==> src/rtl/redmule_pkg.sv <==
// Shared RedMulE configuration types: per-slot context lifecycle and the
// default sizing of the multi-context register queue.
package redmule_pkg;

    localparam int unsigned N_CONTEXT    = 2;
    localparam int unsigned REDMULE_REGS = 24;
    localparam int unsigned CTX_ID_W     = (N_CONTEXT > 1) ? $clog2(N_CONTEXT) : 1;

    typedef enum logic [1:0] {
        CTX_FREE   = 2'd0,
        CTX_PROG   = 2'd1,
        CTX_QUEUED = 2'd2,
        CTX_ACTIVE = 2'd3
    } ctx_state_e;

endpackage

==> src/rtl/redmule_ctx_queue_if.sv <==
// Engine-side job dispatch handshake and completion report of the context queue.
interface redmule_ctx_queue_if #(
    parameter int unsigned ID_W   = 1,
    parameter int unsigned N_REGS = 24
);
    logic                   job_valid;
    logic                   job_ready;
    logic [ID_W-1:0]        job_id;
    logic [N_REGS*32-1:0]   job_regs;
    logic                   done;
    logic                   evt_done;
    logic [ID_W-1:0]        evt_id;

    modport master (
        output job_valid, job_id, job_regs, evt_done, evt_id,
        input  job_ready, done
    );

    modport slave (
        input  job_valid, job_id, job_regs, evt_done, evt_id,
        output job_ready, done
    );
endinterface

==> src/rtl/redmule_ctx_slot.sv <==
// One context slot: N_REGS x 32-bit registers with byte-lane writes and
// synchronous clear, exposed as a packed vector (reg 0 at the LSBs).
module redmule_ctx_slot #(
    parameter int unsigned N_REGS = 24,
    parameter int unsigned RIDX_W = 5
) (
    input  logic                 clk_i,
    input  logic                 rst_i,
    input  logic                 wr_en_i,
    input  logic [RIDX_W-1:0]    wr_addr_i,
    input  logic [31:0]          wr_data_i,
    input  logic [3:0]           wr_be_i,
    output logic [N_REGS*32-1:0] regs_o
);

    logic [31:0] regs_q [N_REGS];

    always_ff @(posedge clk_i) begin
        if (rst_i) begin
            for (int unsigned r = 0; r < N_REGS; r++) begin
                regs_q[r] <= '0;
            end
        end else if (wr_en_i && (32'(wr_addr_i) < N_REGS)) begin
            for (int unsigned b = 0; b < 4; b++) begin
                if (wr_be_i[b]) begin
                    regs_q[wr_addr_i][8*b +: 8] <= wr_data_i[8*b +: 8];
                end
            end
        end
    end

    for (genvar r = 0; r < N_REGS; r++) begin : g_pack
        assign regs_o[32*r +: 32] = regs_q[r];
    end

endmodule

==> src/rtl/redmule_ctx_queue.sv <==
// Multi-context job queue: software acquires/programs/triggers slots in ring
// order, the engine consumes them FIFO and frees them on done.
module redmule_ctx_queue
    import redmule_pkg::*;
#(
    parameter int unsigned N_CONTEXT = redmule_pkg::N_CONTEXT,
    parameter int unsigned N_REGS    = REDMULE_REGS,
    parameter int unsigned ID_W      = (N_CONTEXT > 1) ? $clog2(N_CONTEXT) : 1,
    parameter int unsigned RIDX_W    = (N_REGS > 1) ? $clog2(N_REGS) : 1,
    localparam int unsigned CNT_W    = $clog2(N_CONTEXT + 1)
) (
    input  logic                clk_i,
    input  logic                rst_i,
    input  logic                acquire_i,
    output logic                acquire_gnt_o,
    output logic [ID_W-1:0]     acquire_id_o,
    input  logic                wr_en_i,
    input  logic [RIDX_W-1:0]   wr_addr_i,
    input  logic [31:0]         wr_data_i,
    input  logic [3:0]          wr_be_i,
    input  logic [RIDX_W-1:0]   rd_addr_i,
    output logic [31:0]         rd_data_o,
    input  logic                trigger_i,
    output logic                trigger_err_o,
    redmule_ctx_queue_if.master job,
    output logic                busy_o,
    output logic [CNT_W-1:0]    free_cnt_o
);

    ctx_state_e           state_q [N_CONTEXT];
    ctx_state_e           state_d [N_CONTEXT];
    logic [ID_W-1:0]      sw_ptr_q, sw_ptr_d, hw_ptr_q, hw_ptr_d;
    logic [CNT_W-1:0]     free_cnt_q, free_cnt_d;
    logic                 gnt_q, gnt_d, err_q, err_d, evt_q, evt_d;
    logic [ID_W-1:0]      gnt_id_q, gnt_id_d, evt_id_q, evt_id_d;
    logic [31:0]          rd_data_q, rd_data_d;
    logic                 free_dec, free_inc;
    logic                 prog_valid, head_queued, head_active;
    logic [N_REGS*32-1:0] slot_regs [N_CONTEXT];

    function automatic logic [ID_W-1:0] ptr_inc(input logic [ID_W-1:0] p);
        return (p == ID_W'(N_CONTEXT - 1)) ? '0 : p + ID_W'(1);
    endfunction

    // Slots are allocated and retired in ring order, so the PROG slot (if any)
    // is always at sw_ptr and the ACTIVE/next-queued slot is always at hw_ptr.
    assign prog_valid  = (state_q[sw_ptr_q] == CTX_PROG);
    assign head_queued = (state_q[hw_ptr_q] == CTX_QUEUED);
    assign head_active = (state_q[hw_ptr_q] == CTX_ACTIVE);

    for (genvar k = 0; k < N_CONTEXT; k++) begin : g_slot
        redmule_ctx_slot #(
            .N_REGS (N_REGS),
            .RIDX_W (RIDX_W)
        ) u_slot (
            .clk_i     (clk_i),
            .rst_i     (rst_i),
            .wr_en_i   (wr_en_i && prog_valid && (sw_ptr_q == ID_W'(k))),
            .wr_addr_i (wr_addr_i),
            .wr_data_i (wr_data_i),
            .wr_be_i   (wr_be_i),
            .regs_o    (slot_regs[k])
        );
    end

    always_ff @(posedge clk_i) begin
        if (rst_i) begin
            for (int unsigned i = 0; i < N_CONTEXT; i++) begin
                state_q[i] <= CTX_FREE;
            end
            sw_ptr_q   <= '0;
            hw_ptr_q   <= '0;
            free_cnt_q <= CNT_W'(N_CONTEXT);
            gnt_q      <= 1'b0;
            gnt_id_q   <= '0;
            err_q      <= 1'b0;
            evt_q      <= 1'b0;
            evt_id_q   <= '0;
            rd_data_q  <= '0;
        end else begin
            state_q    <= state_d;
            sw_ptr_q   <= sw_ptr_d;
            hw_ptr_q   <= hw_ptr_d;
            free_cnt_q <= free_cnt_d;
            gnt_q      <= gnt_d;
            gnt_id_q   <= gnt_id_d;
            err_q      <= err_d;
            evt_q      <= evt_d;
            evt_id_q   <= evt_id_d;
            rd_data_q  <= rd_data_d;
        end
    end

    always_comb begin
        state_d   = state_q;
        sw_ptr_d  = sw_ptr_q;
        hw_ptr_d  = hw_ptr_q;
        gnt_d     = 1'b0;
        gnt_id_d  = sw_ptr_q;
        err_d     = 1'b0;
        evt_d     = 1'b0;
        evt_id_d  = hw_ptr_q;
        rd_data_d = '0;
        free_dec  = 1'b0;
        free_inc  = 1'b0;

        if (prog_valid && (32'(rd_addr_i) < N_REGS)) begin
            rd_data_d = slot_regs[sw_ptr_q][{rd_addr_i, 5'b0} +: 32];
        end

        if (acquire_i) begin
            if (prog_valid) begin
                gnt_d = 1'b1;
            end else if (state_q[sw_ptr_q] == CTX_FREE) begin
                state_d[sw_ptr_q] = CTX_PROG;
                gnt_d             = 1'b1;
                free_dec          = 1'b1;
            end
        end

        if (trigger_i) begin
            if (prog_valid) begin
                state_d[sw_ptr_q] = CTX_QUEUED;
                sw_ptr_d          = ptr_inc(sw_ptr_q);
            end else begin
                err_d = 1'b1;
            end
        end

        if (head_queued && job.job_ready) begin
            state_d[hw_ptr_q] = CTX_ACTIVE;
        end

        if (job.done && head_active) begin
            state_d[hw_ptr_q] = CTX_FREE;
            hw_ptr_d          = ptr_inc(hw_ptr_q);
            evt_d             = 1'b1;
            free_inc          = 1'b1;
        end

        unique case ({free_dec, free_inc})
            2'b10:   free_cnt_d = free_cnt_q - CNT_W'(1);
            2'b01:   free_cnt_d = free_cnt_q + CNT_W'(1);
            default: free_cnt_d = free_cnt_q;
        endcase
    end

    always_comb begin
        job.job_valid = head_queued;
        job.job_id    = hw_ptr_q;
        job.job_regs  = slot_regs[hw_ptr_q];
        job.evt_done  = evt_q;
        job.evt_id    = evt_id_q;
        acquire_gnt_o = gnt_q;
        acquire_id_o  = gnt_id_q;
        trigger_err_o = err_q;
        rd_data_o     = rd_data_q;
        free_cnt_o    = free_cnt_q;
        busy_o        = (free_cnt_q != CNT_W'(N_CONTEXT));
    end

endmodule

==> src/flat_wrapper.sv <==
// flat-port wrapper written by rule: the top's interface ports become plain ports
module redmule_ctx_queue_flat import redmule_pkg::*;
#(
    parameter int unsigned N_CONTEXT = redmule_pkg::N_CONTEXT,
    parameter int unsigned N_REGS    = REDMULE_REGS,
    parameter int unsigned ID_W      = (N_CONTEXT > 1) ? $clog2(N_CONTEXT) : 1,
    parameter int unsigned RIDX_W    = (N_REGS > 1) ? $clog2(N_REGS) : 1,
    localparam int unsigned CNT_W    = $clog2(N_CONTEXT + 1)
)
  (clk_i, rst_i, acquire_i, acquire_gnt_o, acquire_id_o, wr_en_i, wr_addr_i, wr_data_i, wr_be_i, rd_addr_i, rd_data_o, trigger_i, trigger_err_o, busy_o, free_cnt_o, job_job_valid, job_job_id, job_job_regs, job_evt_done, job_evt_id, job_job_ready, job_done);
  redmule_ctx_queue_if #(.ID_W(ID_W), .N_REGS(N_REGS)) job_i ();
  input  logic clk_i;
  input  logic rst_i;
  input  logic acquire_i;
  output logic acquire_gnt_o;
  output logic [ID_W-1:0] acquire_id_o;
  input  logic wr_en_i;
  input  logic [RIDX_W-1:0] wr_addr_i;
  input  logic [31:0] wr_data_i;
  input  logic [3:0] wr_be_i;
  input  logic [RIDX_W-1:0] rd_addr_i;
  output logic [31:0] rd_data_o;
  input  logic trigger_i;
  output logic trigger_err_o;
  output logic busy_o;
  output logic [CNT_W-1:0] free_cnt_o;
  output wire logic [$bits(job_i.job_valid)-1:0] job_job_valid;
  output wire logic [$bits(job_i.job_id)-1:0] job_job_id;
  output wire logic [$bits(job_i.job_regs)-1:0] job_job_regs;
  output wire logic [$bits(job_i.evt_done)-1:0] job_evt_done;
  output wire logic [$bits(job_i.evt_id)-1:0] job_evt_id;
  input wire logic [$bits(job_i.job_ready)-1:0] job_job_ready;
  input wire logic [$bits(job_i.done)-1:0] job_done;
  assign job_job_valid = job_i.job_valid;
  assign job_job_id = job_i.job_id;
  assign job_job_regs = job_i.job_regs;
  assign job_evt_done = job_i.evt_done;
  assign job_evt_id = job_i.evt_id;
  assign job_i.job_ready = job_job_ready;
  assign job_i.done = job_done;
  redmule_ctx_queue #(.N_CONTEXT(N_CONTEXT), .N_REGS(N_REGS), .ID_W(ID_W), .RIDX_W(RIDX_W)) u_core (.clk_i(clk_i), .rst_i(rst_i), .acquire_i(acquire_i), .acquire_gnt_o(acquire_gnt_o), .acquire_id_o(acquire_id_o), .wr_en_i(wr_en_i), .wr_addr_i(wr_addr_i), .wr_data_i(wr_data_i), .wr_be_i(wr_be_i), .rd_addr_i(rd_addr_i), .rd_data_o(rd_data_o), .trigger_i(trigger_i), .trigger_err_o(trigger_err_o), .job(job_i), .busy_o(busy_o), .free_cnt_o(free_cnt_o));
endmodule
==> config.mk <==
export PLATFORM = sky130hd
export DESIGN_NAME = redmule_ctx_queue_flat
export DESIGN_NICKNAME = d
export VERILOG_FILES = /design/src/rtl/redmule_pkg.sv /design/src/rtl/redmule_ctx_queue_if.sv /design/src/rtl/redmule_ctx_slot.sv /design/src/rtl/redmule_ctx_queue.sv /design/src/flat_wrapper.sv
export SDC_FILE = /design/constraint.sdc
export NUM_CORES = 2
export LEC_CHECK = 0
export ABC_AREA = 1
export BUFFER_PORTS_ARGS = -buffer_cell sky130_fd_sc_hd__clkbuf_2
export CAP_MARGIN = 40
export CELL_PAD_IN_SITES_DETAIL_PLACEMENT = 1
export CELL_PAD_IN_SITES_GLOBAL_PLACEMENT = 1
export CORE_ASPECT_RATIO = 0.7
export CORE_MARGIN = 10
export CORE_UTILIZATION = 42
export CTS_BUF_LIST = sky130_fd_sc_hd__clkbuf_4
export CTS_CLUSTER_SIZE = 30
export DETAILED_ROUTE_END_ITERATION = 8
export PLACE_DENSITY = 0.85
export SYNTH_ARGS = -nofsm -noshare
export SYNTH_HDL_FRONTEND = slang
export SYNTH_SLANG_ARGS = --single-unit
==> constraint.sdc <==
create_clock -name clk_i -period 2.5 [get_ports clk_i]
set_clock_uncertainty 0.1 [all_clocks]
set_input_delay 0.125 -clock clk_i [delete_from_list [all_inputs] [get_ports clk_i]]
set_output_delay 0.125 -clock clk_i [all_outputs]
set_load 0.01 [all_outputs]
==> Word-level counts from Yosys, hierarchy flattened <==
Memory sizes are Yosys's and may differ from the RTL's.
Index checks and enable logic that the tools add are counted.
Widths: inputs -> output; s select.
{ "classes": {"add_sub_neg": 4, "n_mul": 0, "div": 0, "order_cmp": 6, "n_eq_ne": 6, "n_shift": 1, "n_mux": 68, "n_bitwise": 15, "reduce_logical": 18} }
{ "op_table": {"columns": ["cell", "n"], "rows": [
  ["$mux 768", 6],
  ["$shiftx 768x11->32", 1],
  ["$mux 32", 2],
  ["$reduce_or 32->1", 2],
  ["$mux 1", 38],
  ["$mux 4", 9],
  ["$mux 2", 8],
  ["$logic_and 1x1->1", 10],
  ["$lt 5x5->1 const B", 2],
  ["$mux 5", 2],
  ["$eq 2x2->1 const B", 3],
  ["$reduce_or 2->1", 3],
  ["$and 2x2->2", 2],
  ["$and 4x4->4", 1],
  ["$demux 2 s1", 2],
  ["$eq 2x1->1 const B", 2],
  ["$ge 2x2->1 const B", 2],
  ["$lt 2x1->1 const B", 2],
  ["$not 1->1", 4],
  ["$not 1->2", 2],
  ["$not 2->2", 2],
  ["$not 4->4", 1],
  ["$or 2x2->2", 2],
  ["$or 4x4->4", 1],
  ["8 further kinds", 9]
]} }
{ "totals": {"reg_bits": 45, "latch_bits": 0, "mem_bits_rw": 1536, "romBits": 0, "out_inout_bits": 810, "mem_count": 2} }
{ "memory_table": {"columns": ["memory", "words", "word_bits", "rd", "rd_clocked_by_memory_dff", "write_ports", "line", "rtl"], "rows": [
  ["u_core.g_slot[0].u_slot.regs_q", 24, 32, 24, 0, 24, "redmule_ctx_slot.sv:16", "logic [31:0] regs_q [N_REGS];"],
  ["u_core.g_slot[1].u_slot.regs_q", 24, 32, 24, 0, 24, "redmule_ctx_slot.sv:16", null]
]} }

==> Longest topological paths before layout <==
{ "logic_depth": {"ltp_word": 17, "ltp_mapped": 13} }

==> Modules after synthesis <==
From an unflattened synthesis, not the netlist that was laid out.
{ "unflattened": {"cells_unflattened": 9661, "area_unflattened_um2": 80888.8} }
{ "modules_own_cells": {"columns": ["module", "instances", "cells_each", "area_each_um2", "seq_area_each_um2"], "rows": [
  ["redmule_ctx_slot", 2, 1893, 27530.2, 23062.1],
  ["redmule_ctx_queue", 1, 5875, 25828.5, 900.9]
]} }

==> Least setup slack after synthesis <==
Ideal clock, no wire load.
{ "synth_timing": {"kind": "flip-flop to flip-flop", "start": "register u_core.sw_ptr_q (netlist: u_core.gnt_id_d)", "end": "memory u_core.g_slot[0].u_slot.regs_q[16][0] (enable)", "arrival_ps": 1903, "t_required_ps": 2071, "path_slack_ps": 168, "path_stages_with_launch": 10, "n_path_buf": 4, "period_less_slack_ps": 2332, "path_cell_list": "dfxtp_1 -> buf_2 -> inv_2 -> buf_2 -> buf_2 -> nand2_1 -> nor3_2 -> buf_2 -> nand2_1 -> nand2_1"} }
{ "synth_lines": {"columns": ["item", "line", "rtl"], "rows": [
  ["from (decl)", "redmule_ctx_queue.sv:32", "logic [ID_W-1:0] sw_ptr_q, sw_ptr_d, hw_ptr_q, hw_ptr_d;"],
  ["from (signal assigned)", "redmule_ctx_queue.sv:82", "sw_ptr_q <= sw_ptr_d;"],
  ["to (decl)", "redmule_ctx_slot.sv:16", null]
]} }

==> Worst setup path after layout <==
{ "layout_timing": {"start": "register u_core.hw_ptr_q (netlist: u_core.job.job_id)", "end": "output port job_job_regs[746]"} }
{ "layout_between": {"elab_chain_cells": 4} }
{ "layout_lines": {"columns": ["item", "line", "rtl"], "rows": [
  ["from (decl)", "redmule_ctx_queue.sv:32", null],
  ["from (signal assigned)", "redmule_ctx_queue.sv:83", "hw_ptr_q <= hw_ptr_d;"],
  ["$not 1->2 (not written as such)", "redmule_ctx_queue.sv:151", "job.job_regs = slot_regs[hw_ptr_q];"],
  ["$mux 768 (not written as such) (3 in series)", "redmule_ctx_queue.sv:151", null],
  ["to (decl)", "flat_wrapper.sv:29", "output wire logic [$bits(job_i.job_regs)-1:0] job_job_regs;"]
]} }
Every way passes these cells. The select of a mux whose other input is x is not followed.

==> impl_metrics.yaml <==
synth:
  ys_ff_latch: 1581
  synth.avg_cell_area_um2: 8.31
  ys.flop_type: "edfxtp_1"
  synth-edff-count: 1536
  synthAdderAreaFrac: 0.000157
  ys_seq_area_frac: 0.589
  synthSimpleGateAreaFrac: 0.315
  synth-async-reset-ratio: 0
  synth_top_family_by_area: "simple AND/OR/NAND/NOR gates"
  ys_warn_count: 0
  synth_compound_area_frac: 0.0474
  synth_cell_types: 22
  synth_xor_area_frac: 0
  synthMuxAreaShare: 0
  syn_nets: 9664
  synthCells: 9610
  syn_area_mm2: 0.0799
cts:
  htreeDepth: 5
  clkLatencyLatePin_ns: 1.49
  cts-root-buf: "clkbuf_4"
  cts_max_path_buffers: 4
  clk_pin_slew_ns: 0.08
  cts_tree: "built"
  cts_buffers: 414
  cts.sinks: 1581
routing:
  drc: 0
  routed_wl_mm: 423
  vias: 84016
  routedWlPerCell_um: 30.5
  first_pass_iters: 6
  drt-initial-drc-count: 13155
  ant_nets: 0
  viasPerCell: 6.06
setup_path:
  cp_data_required_time_ns: 2.28
  crit_type: "flip-flop to output pin"
  cp_top_family: "buffers and inverters"
  ff2ff_setup_slack_ns: -0.55
  critPathSlowestCell: "o21ai_1"
  critPathLaunchType: "flip-flop"
  reg2reg_from: "u_core.gnt_id_d"
  crit_path_end_kind: "output pin"
  cp.arrival_ns: 3.18
  path_max_fanout: 38
  r2r_cells: 11
  crit_chain: "buf_12 > inv_16 > buf_8 > o21ai_1 > clkbuf_2"
  rr_endpoint: "u_core.rd_data_o[21]"
  crit_path_max_incr_delay_ns: 0.53
  worst-path-buf-inv: 4
die:
  rows: 133
  core_area_mm2: 0.188
  start_util: 0.424
  die_w_um: 541
  dieArea_mm2: 0.208
  die_y_um: 385
  io_pins: 863
power_and_ir_drop:
  ir_drop_mv: 0.399
  power_frac_clock: 0.365
  pwr-share-seq: 0.475
  switchingPower_mw: 19.7
  comb_power_share: 0.159
  power_leakage_nw: 45.2
  sw_frac_of_total: 0.308
  power.internal_mw: 44.4
  p_per_area_mw_per_mm2: 628
timing:
  layout_setup_ws_ns: -0.903
  period_share: 1.36
  fmax_ghz: 0.294
  whs_ns: 0.134
  tightestPinTransition_ns: 0.831
  setup_viol: 2071
  relSlewSlack: 0.446
  hold_viol: 0
  fin_crit_ns: 3.40
  drv_slew: 0
  rsz0062_at_grt: "true"
run_status:
  status: "complete, but fails checks"
  violations: "negative setup slack"
placement:
  post-dp-hpwl_mm: 283
  gp_congestion: 0.997
  io_buffers: 862
  place_inst: 12962
hold_path:
  min-delay-start: "rd_addr_i[3]"
  min_path_type: "input pin to flip-flop"
  whs_path_depth: 6
  hold_end: "u_core.rd_data_o[1]"
global_route:
  grt_max_degree: 96
  grt_pass1_wl_mm: 580
  grt_pass1_vias: 83056
  overflow: 0
  antenna_found_initial: 35
  grt.total_usage: 0.379
cells_and_area:
  drive_gt1_frac: 0.223
  nNetsFinal: 11120
  syn2layout_area_growth_pct: 28.0
  fin_cells: 13869
job:
  maxCapViolations: 0
[cell families (layout without fill, tap and decap cells)]
kind of cell / count (synthesis) / in the layout
other: 0 / 17
flip-flops: 1581 / 1581
AO/OA/AOI/OAI: 691 / 691
AND/OR/NAND/NOR: 6318 / 6318
adder cells (fa/ha/maj): 1 / 1
buffers and inverters: 1019 / 2764
[cell usage after synthesis (2+ instances only)]
cell | instances | area share
nand2_1 | 3658 | 0.17
o21ai_0 | 390 | 0.024
buf_2 | 76 | 0.0048
inv_1 | 305 | 0.014
o211ai_1 | 129 | 0.012
nand2_2 | 10 | 0.00078
clkinv_1 | 3 | 0.00014
nor3b_1 | 2 | 0.00019
a21oi_1 | 169 | 0.011
dfxtp_1 | 45 | 0.011
clkbuf_1 | 575 | 0.027
nand4_1 | 2 | 0.00016
nand3_1 | 1064 | 0.067
o21ai_1 | 2 | 0.00013
nor3_2 | 8 | 0.0010
edfxtp_1 | 1536 | 0.58
buf_1 | 54 | 0.0025
inv_2 | 6 | 0.00028
nor2_1 | 1573 | 0.074
[metal layers]
layer	wire length, um	global-route usage	up-vias
li1	-	-	34762
met1	149000	0.471	41099
met2	180000	0.561	6602
met3	59800	0.129	1521
met4	34000	0.253	32
met5	260	0	-
[registers in the layout (all words and copies together), names as in the netlist]
| register | cells |
|---|---|
| u_core.trigger_err_o | 1 |
| u_core.rd_data_o | 32 |
| u_core.acquire_id_o | 1 |
| u_core.gnt_id_d | 1 |
| u_core.job.job_id | 1 |
| u_core.acquire_gnt_o | 1 |
| u_core.job.evt_done | 1 |
| u_core.free_cnt_o | 2 |
| u_core.g_slot.u_slot.regs_q | 1536 |
| u_core.state_q | 4 |
| u_core.job.evt_id | 1 |
[through the flow]
step	util	setup slack [ns]	total power, mW	TNS (ns)	instance area (um^2)
5_1_grt	0.543	-0.963	65.8	-810.24	102000
2_1_floorplan	-	0.168	35.0	0	79900
6_report	0.543	-0.903	64.1	-614.70	102000
4_1_cts	0.533	-0.806	63.3	-572.30	100000
3_5_place_dp	0.492	-0.427	40.2	-39.81	92600
3_3_place_gp	0.492	-0.385	39.9	-8.36	92600
[worst register-to-register path: cells and delay by family, from the launching register on]
| kind | cells | cell delay (ns) |
|---|---|---|
| AND/OR/NAND/NOR | 7 | 1.19 |
| AO/OA/AOI/OAI | 1 | 0.55 |
| flip-flops | 1 | 0.46 |
| buffers and inverters | 3 | 0.71 |
[worst max path at each step]
stage | from | endpoint | slack [ns] | cells after the start
detailed placement | u_core.gnt_id_d | u_core.rd_data_o[21] | -0.43 | 11
CTS | u_core.job.job_id | job_job_regs[224] | -0.81 | 6
finish | u_core.job.job_id | job_job_regs[746] | -0.90 | 5
global route | u_core.job.job_id | job_job_regs[746] | -0.96 | 6
global placement | u_core.gnt_id_d | u_core.rd_data_o[21] | -0.39 | 11
floorplan | u_core.gnt_id_d | u_core.g_slot[0].u_slot.regs_q[16][0] | 0.17 | 9
[power by group through the flow]
stage | Combinational, mW | Clock (mW) | Sequential, mW
2_1_floorplan | 4.29 | 0 | 30.7
3_3_place_gp | 8.95 | 0 | 30.9
3_5_place_dp | 9.19 | 0 | 31.0
4_1_cts | 9.60 | 23.3 | 30.4
5_1_grt | 10.6 | 24.7 | 30.5
6_report | 10.2 | 23.4 | 30.5
[final cells by class]
cell class              count  area (um^2)
diodes                     17         42.5
clock buffers             604         4530
clock inverters           101          527
fillers                 22297        86200
inverters                 314         1230
multi-input cells        7010        29900
flip-flops and latches   1581        47000
well taps                2497         3120
repair buffers           1742        15800
repair inverters            3         33.8
[placed cells by master (no fill, tap or decap), drive strengths merged, types with 103 or more instances in the layout]
master,count
dlygate4sd3,103
clkbuf,1412
a21oi,169
nand3,1064
nand2,3668
nor2,1573
buf,827
inv,321
edfxtp,1536
o21ai,392
o211ai,129
[timing repair]
action / in CTS / in global routing
pin swaps: 17 / 61
hold buffers: 103 / 0
buffers inserted: 17 / 10
gates cloned: 25 / 31
gates resized for setup: 297 / 356
hold endpoints to repair: 3117 / 0
endpoints found under the setup margin: 1390 / 2747
Note: power is estimated with default switching activity, not from simulation.
